File: src/rtl/wb_irq_ctrl_pkg.sv
// Shared register map, reset constants and small helpers for the Wishbone
// interrupt controller.
package wb_irq_ctrl_pkg;

    localparam logic [3:0]  PEND_OFS = 4'h0;
    localparam logic [3:0]  EN_OFS   = 4'h4;
    localparam logic [3:0]  MODE_OFS = 4'h8;
    localparam logic [3:0]  RAW_OFS  = 4'hC;

    // All sources come out of reset in rising-edge mode.
    localparam logic [31:0] MODE_RST = 32'hFFFF_FFFF;

    typedef enum logic [1:0] {
        TERM_NONE = 2'd0,
        TERM_ACK  = 2'd1,
        TERM_ERR  = 2'd2
    } term_e;

    function automatic logic [31:0] sel_to_mask(input logic [3:0] sel);
        logic [31:0] m;
        m = '0;
        for (int b = 0; b < 4; b++) begin
            m[8*b +: 8] = {8{sel[b]}};
        end
        return m;
    endfunction

endpackage

File: src/rtl/wb_irq_ctrl_sync.sv
// Per-bit synchronizer chain plus one delay flop for rising-edge detection.
// Edges are masked until the chain has been refilled after reset.
module irq_sync #(
    parameter int WIDTH  = 8,
    parameter int STAGES = 2
) (
    input  logic             clk_int,
    input  logic             rst,
    input  logic [WIDTH-1:0] src_i,
    output logic [WIDTH-1:0] sync_o,
    output logic [WIDTH-1:0] rise_o
);

    localparam int              CNT_W     = $clog2(STAGES + 2);
    localparam logic [CNT_W-1:0] WARM_DONE = CNT_W'(STAGES + 1);

    logic [STAGES-1:0][WIDTH-1:0] stage_q;
    logic [WIDTH-1:0]             dly_q;
    logic [CNT_W-1:0]             warm_q;
    logic [CNT_W-1:0]             warm_d;
    logic                         warm_done;

    // A source already high at reset release must not look like a fresh edge.
    assign warm_done = (warm_q == WARM_DONE);
    assign warm_d    = warm_done ? warm_q : warm_q + 1'b1;

    always_ff @(posedge clk_int or posedge rst) begin
        if (rst) begin
            stage_q <= '0;
            dly_q   <= '0;
            warm_q  <= '0;
        end else begin
            stage_q <= {stage_q[STAGES-2:0], src_i};
            dly_q   <= stage_q[STAGES-1];
            warm_q  <= warm_d;
        end
    end

    assign sync_o = stage_q[STAGES-1];
    assign rise_o = stage_q[STAGES-1] & ~dly_q & {WIDTH{warm_done}};

endmodule

File: src/rtl/wb_irq_ctrl.sv
// Wishbone classic slave interrupt controller: PEND (W1C), EN, MODE, RAW
// registers with registered interrupt vector and OR-reduced irq line.
module wb_irq_ctrl
    import wb_irq_ctrl_pkg::*;
#(
    parameter int NUM_SRC     = 8,
    parameter int SYNC_STAGES = 2
) (
    input  logic               clk_int,
    input  logic               rst,
    input  logic [NUM_SRC-1:0] src_i,
    input  logic [31:0]        wb_adr_i,
    input  logic [31:0]        wb_dat_i,
    input  logic [3:0]         wb_sel_i,
    input  logic               wb_we_i,
    input  logic               wb_stb_i,
    input  logic               wb_cyc_i,
    output logic [31:0]        wb_dat_o,
    output logic               wb_ack_o,
    output logic               wb_err_o,
    output logic               wb_rty_o,
    output logic [NUM_SRC-1:0] irq_vec_o,
    output logic               irq_o
);

    logic [NUM_SRC-1:0] sync_w, rise_w;
    logic [NUM_SRC-1:0] pend_q, pend_d, en_q, en_d, mode_q, mode_d;
    logic [NUM_SRC-1:0] irq_vec_q;
    logic               irq_q, ack_q, err_q;
    logic [31:0]        dat_q, dat_d, rdata;
    logic [31:0]        lane_mask;
    logic [NUM_SRC-1:0] wr_mask, wr_bits, w1c;
    logic [3:0]         acc_ofs;
    logic               acc_start, wr_en;
    term_e              term_d;
    logic               unused_ok;

    irq_sync #(
        .WIDTH  (NUM_SRC),
        .STAGES (SYNC_STAGES)
    ) u_irq_sync (
        .clk_int (clk_int),
        .rst     (rst),
        .src_i   (src_i),
        .sync_o  (sync_w),
        .rise_o  (rise_w)
    );

    // Handshake: an access is taken when cyc&stb are high and no termination
    // is showing; the single-cycle ack/err follows on the next edge, and the
    // termination itself blocks a new start so it always drops for one cycle.
    assign acc_start = wb_cyc_i & wb_stb_i & ~ack_q & ~err_q;
    assign wr_en     = acc_start & wb_we_i;
    assign acc_ofs   = {wb_adr_i[3:2], 2'b00};
    assign lane_mask = sel_to_mask(wb_sel_i);
    assign wr_mask   = lane_mask[NUM_SRC-1:0];
    assign wr_bits   = wb_dat_i[NUM_SRC-1:0] & wr_mask;
    assign unused_ok = ^{wb_adr_i, wb_dat_i};

    always_comb begin
        rdata = '0;
        case (acc_ofs)
            PEND_OFS: rdata[NUM_SRC-1:0] = pend_q;
            EN_OFS:   rdata[NUM_SRC-1:0] = en_q;
            MODE_OFS: rdata[NUM_SRC-1:0] = mode_q;
            default:  rdata[NUM_SRC-1:0] = sync_w;
        endcase
    end

    always_comb begin
        w1c    = (wr_en && acc_ofs == PEND_OFS) ? wr_bits : '0;
        en_d   = (wr_en && acc_ofs == EN_OFS) ? ((en_q & ~wr_mask) | wr_bits) : en_q;
        mode_d = (wr_en && acc_ofs == MODE_OFS) ? ((mode_q & ~wr_mask) | wr_bits) : mode_q;
        // Edge bits: a same-cycle rise wins over W1C. Level bits follow the input.
        pend_d = (mode_q & ((pend_q & ~w1c) | rise_w)) | (~mode_q & sync_w);
        if (!acc_start) begin
            term_d = TERM_NONE;
        end else if (wb_we_i && acc_ofs == RAW_OFS) begin
            term_d = TERM_ERR;
        end else begin
            term_d = TERM_ACK;
        end
        dat_d = (acc_start && !wb_we_i) ? rdata : 32'h0;
    end

    always_ff @(posedge clk_int or posedge rst) begin
        if (rst) begin
            pend_q    <= '0;
            en_q      <= '0;
            mode_q    <= MODE_RST[NUM_SRC-1:0];
            irq_vec_q <= '0;
            irq_q     <= 1'b0;
            ack_q     <= 1'b0;
            err_q     <= 1'b0;
            dat_q     <= '0;
        end else begin
            pend_q    <= pend_d;
            en_q      <= en_d;
            mode_q    <= mode_d;
            irq_vec_q <= pend_q & en_q;
            irq_q     <= |(pend_q & en_q);
            ack_q     <= (term_d == TERM_ACK);
            err_q     <= (term_d == TERM_ERR);
            dat_q     <= dat_d;
        end
    end

    assign wb_dat_o  = dat_q;
    assign wb_ack_o  = ack_q;
    assign wb_err_o  = err_q;
    assign wb_rty_o  = 1'b0;
    assign irq_vec_o = irq_vec_q;
    assign irq_o     = irq_q;

endmodule

File: config.mk
export PLATFORM = sky130hd
export DESIGN_NAME = wb_irq_ctrl
export DESIGN_NICKNAME = d
export VERILOG_FILES = /design/src/rtl/wb_irq_ctrl_pkg.sv /design/src/rtl/wb_irq_ctrl_sync.sv /design/src/rtl/wb_irq_ctrl.sv
export SDC_FILE = /design/constraint.sdc
export NUM_CORES = 1
export LEC_CHECK = 0
export BUFFER_PORTS_ARGS = -buffer_cell sky130_fd_sc_hd__buf_2
export CAP_MARGIN = 20
export CORE_ASPECT_RATIO = 2
export CORE_MARGIN = 1.5
export CORE_UTILIZATION = 35
export CTS_CLUSTER_DIAMETER = 120
export DETAILED_ROUTE_END_ITERATION = 10
export MAX_ROUTING_LAYER = met4
export SYNTH_ARGS = -nofsm -noshare
export SYNTH_HDL_FRONTEND = slang
export SYNTH_HIERARCHICAL = 1
export SYNTH_SLANG_ARGS = --single-unit
File: constraint.sdc
create_clock -name clk_int -period 1.75 [get_ports clk_int]
set_clock_uncertainty 0.05 [all_clocks]
set_input_delay 0.2625 -clock clk_int [delete_from_list [all_inputs] [get_ports clk_int]]
set_output_delay 0.2625 -clock clk_int [all_outputs]
set_load 0.02 [all_outputs]
=== After elaboration in Yosys (flattened, before gate mapping) ===
Index checks and enable logic that the tools add are counted.

* Bitwise gates (word level): 23
* $add $sub $neg: 1
* Eq/ne operators: 6
* Mux-type cells: 5
* Reductions and logical operators: 8

{| class="wikitable"
|+ Operator list
! operator !! count
|-
| $and A8 B8 Y8 || 9
|-
| $not A8 Y8 || 4
|-
| $or A8 B8 Y8 || 4
|-
| $pmux W8 S3 || 1
|-
| $mux W8 || 2
|-
| $eq A2 B2 Y1 const B || 4
|-
| $reduce_or A8 Y1 || 1
|-
| $logic_and A1 B1 Y1 || 5
|-
| $and A1 B1 Y1 || 4
|-
| $eq A2 B1 Y1 const B || 2
|-
| $logic_not A4 Y1 || 1
|-
| $mux W2 || 2
|-
| $add A2 B1 Y2 const B || 1
|-
| $not A1 Y1 || 2
|-
| $logic_not A1 Y1 || 1
|}

* Bits of input ports: 81
* Register bits after elaboration: 69

=== Logic depth before layout (Yosys ltp) ===
* Depth after elaboration: 11
* Depth in mapped cells: 5

=== Hierarchy ===
Netlist, hierarchy kept.

{| class="wikitable"
|+ By module, submodules not included
! module !! times used !! seq. area each (sq um) !! area each (sq um) !! cells an instance
|-
| wb_irq_ctrl || 1 || 1086.0 || 2080.7 || 167
|-
| irq_sync || 1 || 650.6 || 834.6 || 47
|}

=== Worst setup path after synthesis ===
No wires, ideal clock.

* Path kind: reg-to-reg
* Start point: register err_q (netlist: wb_err_o)
* End point: register (tool-made name)
* Buffers on the path: 1
* Library setup time: 0.082 ns
* Stages on the path, launching flop included: 5
* Arrival time: 1.632 ns
* Required time: 1.618 ns
* Slack: -0.014 ns
* Clock period less this slack: 1.764 ns
* Cells stage by stage: dfrtp_1 nand4bb_1 buf_2 nor4b_4 mux2_2

{| class="wikitable"
|+ RTL lines
! what !! line !! source
|-
| from (decl) || wb_irq_ctrl.sv:29 || <nowiki>logic irq_q, ack_q, err_q;</nowiki>
|-
| from (signal assigned) || wb_irq_ctrl.sv:103 || <nowiki>err_q <= (term_d == TERM_ERR);</nowiki>
|}

=== Final worst setup path ===
* Start point: register pend_q[3]
* End point: register irq_q (netlist: irq_o)

* Word-level cells in the longest chain between the ends: 2

{| class="wikitable"
|+ Ends and longest elaborated chain
! what !! line !! source
|-
| from (decl) || wb_irq_ctrl.sv:27 || <nowiki>logic [NUM_SRC-1:0] pend_q, pend_d, en_q, en_d, mode_q, mode_d;</nowiki>
|-
| from (signal assigned) || wb_irq_ctrl.sv:97 || <nowiki>pend_q <= pend_d;</nowiki>
|-
| $and A8 B8 Y8 || wb_irq_ctrl.sv:101 || <nowiki>irq_q <= |(pend_q & en_q);</nowiki>
|-
| $reduce_or A8 Y1 || wb_irq_ctrl.sv:101 ||
|-
| to (signal assigned) || wb_irq_ctrl.sv:101 ||
|-
| to (decl) || wb_irq_ctrl.sv:29 ||
|}

Every way passes these cells.
A chain may end at the register's enable or synchronous reset.

==> impl_results.md <==
* GPL Wtd Cong at approximately 0.78
* Worst setup SP type: register
* Setup Viol. Count Final at 0
* Global-route wire length before repair at 7997 um
* Routed Antenna Nets at 0
* Fin crit share at a little over nine tenths
* Total clock sinks at between 60 and 70
* First drt pass iteration count at 5
* Seq/Total Area, Yosys at ~60%
* Ports at 125
* DRC errors left at 0
* PwrDens at approximately 1200 nW/um2
* Core area at ~8200 um2
* Worst flop-to-flop path endpoint: irq_o
* Row cnt at between 40 and 50
* CTS Buf Count at 9
* Achievable Freq at about 0.58 GHz
* Worst vdd rail ir drop at 0.0006303 V
* Grt ovf at 0
* Post-synthesis register bit count at 69
* First DRT Iteration DRCs at 70
* LEAKAGE at 1.705 nW
* Total of max-cap violations at 0
* TritonCTS clock tree: yes
* P&R area growth vs syn at 22.40%
* Design area at about 3600 um2
* Worst-path fanout max at 3
* Cells after DPL at 353
* Cell Area, Synth at about 3000 um2
* R2R Path Start: pend_q[3]
* Initial antenna violation count at 0
* Htree depth at 3
* Vias in the first global route at between 1500 and 2000
* Worst setup path startpoint: pend_q[3]
* DIE AREA at 8919 um2
* Routed wire per std cell at ~13 um
* Vias per inst at about 4.4
* Setup Crit Path Kind: reg2reg
* Worst relative slew slack at 62.84%
* IO Port Bufs at between 40 and 50
* Post-DP Area at about 3200 um2
* Yosys cell types at 30
* Period minus WS final at approximately 1.7 ns
* Die Y at around 130 um
* Critical Path End: irq_o
* Starting density of the core at ~36%
* Placed wire-length estimate at between 3000 and 4000 um
* RSZ-0062 raised after global routing: no
* Antenna diode count at 0
* Non-Filler Instances at roughly 380
* Clk slew on worst S/H paths at 0.05 ns
* Worst r2r path cells at 3
* Total power at approximately 4.2 mW
* Share of post-route cells with drive strength above 1 at about 40%
* CTS root buf: clkbuf_16
* Max stage delay cell, worst path: or4_4
* Synth Warn # at 6
* CP Data Required Time at 1.90 ns
* Nets at approximately 360
* Vias at ~1700
* CP endpoint kind: register
* CP max stage delay at about 0.52 ns
* Clock latency on the worst-skew pair at around 0.33 ns
* Reg2reg setup slack at approximately 0.033 ns
* Avg Cell Area, Syn at between 10 and 15 um2
* Largest net degree at the start of global routing at 44
* Worst-margin pin slew at 0.5574 ns
* Mapped Cells at around 210
* Worst Path Arrival at about 1.9 ns
* Die W at 67.54 um
* Slew Viols, Final at 0
* Outcome: finished clean
* Routed WL at ~5000 um
* Hold Crit Class: in2reg
* CTS max path bufs at 2
* Critical path cell sequence: and2_4 -> or4_4 -> or4_1
* Postcts setup bufs at 0
* GR Util All Layers at roughly an eighth
* Final hold viol count at 0
[layer usage]
metal | global-route usage, % | routed length (um)
met1 | 13.20 | 1882
met2 | 20.97 | 2742
met3 | 4.441 | 257
met4 | 7.823 | 136
met5 | - | 0
[cell type report]
| type | instances | area (um2) |
|---|---|---|
| sequential | 69 | 1737 |
| fill | 756 | 4606 |
| timing repair buffer | 63 | 406.6 |
| inverter | 3 | 11.26 |
| tap | 98 | 122.6 |
| multi-input combinational | 129 | 999.7 |
| clock buffer | 16 | 291.5 |
[kinds of logic after synthesis]
| logic type | synth area share, % |
|---|---|
| buffers and inverters | 9.528 |
| AO/OA/AOI/OAI | 3.047 |
| adder cells (fa/ha/maj) | 0.8582 |
| flip-flops | 59.57 |
| multiplexers | 12.88 |
| other | 0.1286 |
| XOR/XNOR | 0.3005 |
| AND/OR/NAND/NOR | 13.69 |
[layout by cell type, fill, tap and decap left out, types with 2 or more instances in the layout]
cell	synthesis	final
clkbuf_1	1	3
a21oi_1	8	8
inv_1	3	3
dfstp_2	8	8
nor2b_1	9	9
clkbuf_16	0	9
o22ai_1	7	7
dlygate4sd3_1	0	9
clkbuf_8	0	4
nor2_1	9	9
buf_4	33	10
nand2_1	9	9
and2_1	8	6
ha_1	2	2
mux2_2	16	16
nand2b_1	7	7
and2_4	0	2
conb_1	1	25
buf_2	3	42
dfrtp_1	61	61
mux4_2	8	8
or2_2	2	2
and3b_1	7	7
[synth_stat cells (all sizes together)]
library cell	count	area share, %
dfrtp	61	52
buf	36	9.0
mux2	17	6.7
nand2	9	1.2
nor2	9	1.2
nor2b	9	1.9
a21oi	8	1.4
and2	8	1.7
and3b	8	2.4
dfstp	8	7.2
mux4	8	6.2
nand2b	7	1.5
o22ai	7	1.5
inv	3	0.39
ha	2	0.86
nor4	2	1.2
or2	2	0.43
or4	2	0.51
clkbuf	1	0.13
conb	1	0.13
nand3	1	0.17
nand4bb	1	0.39
nor4b	1	0.82
o21ai	1	0.17
or3b	1	0.30
xnor2	1	0.30
[critical path: cells and delay by family, from the launching register on]
family | cells | cell delay, ns
flops | 1 | 0.39
simple gates | 3 | 1.14
[power breakdown]
part	internal, mW	leakage [nW]	switching [mW]
clock network	1.11	0.143	0.610
registers	1.80	0.830	0.105
logic	0.296	0.731	0.284
[worst min-delay path by stage]
stage	startpoint	end	depth (start not counted)
after floorplan	src_i[0]	u_irq_sync/stage_q[0]	0
after detailed placement	u_irq_sync/stage_q[2]	u_irq_sync/sync_o[2]	0
after CTS	wb_dat_i[2]	register	2
after global routing	wb_dat_i[2]	register	2
final	wb_dat_i[2]	register	2
after global placement	u_irq_sync/stage_q[6]	u_irq_sync/sync_o[6]	0
[per-stage QoR]
stage / hold WS (ns) / worst slack (ns) / TNS [ns] / utilization (%)
global placement: 0.2822 / -0.006640 / -0.006640 / 38.83
CTS: 0.1306 / 0.003722 / 0 / 43.50
detailed placement: 0.2847 / 0.003538 / 0 / 38.83
global route: 0.1444 / 0.007278 / 0 / 43.66
finish: 0.1421 / 0.03262 / 0 / 43.66
floorplan: 0.2439 / -0.01428 / -0.1992 / -
[repair_timing]
| action | CTS | global route |
|---|---|---|
| hold buffers | 9 | 0 |
| endpoints found under the hold margin | 34 | 0 |
| endpoints found under the setup margin | 0 | 7 |
| resized for setup | 0 | 4 |
(Power assumes the default switching activity.)
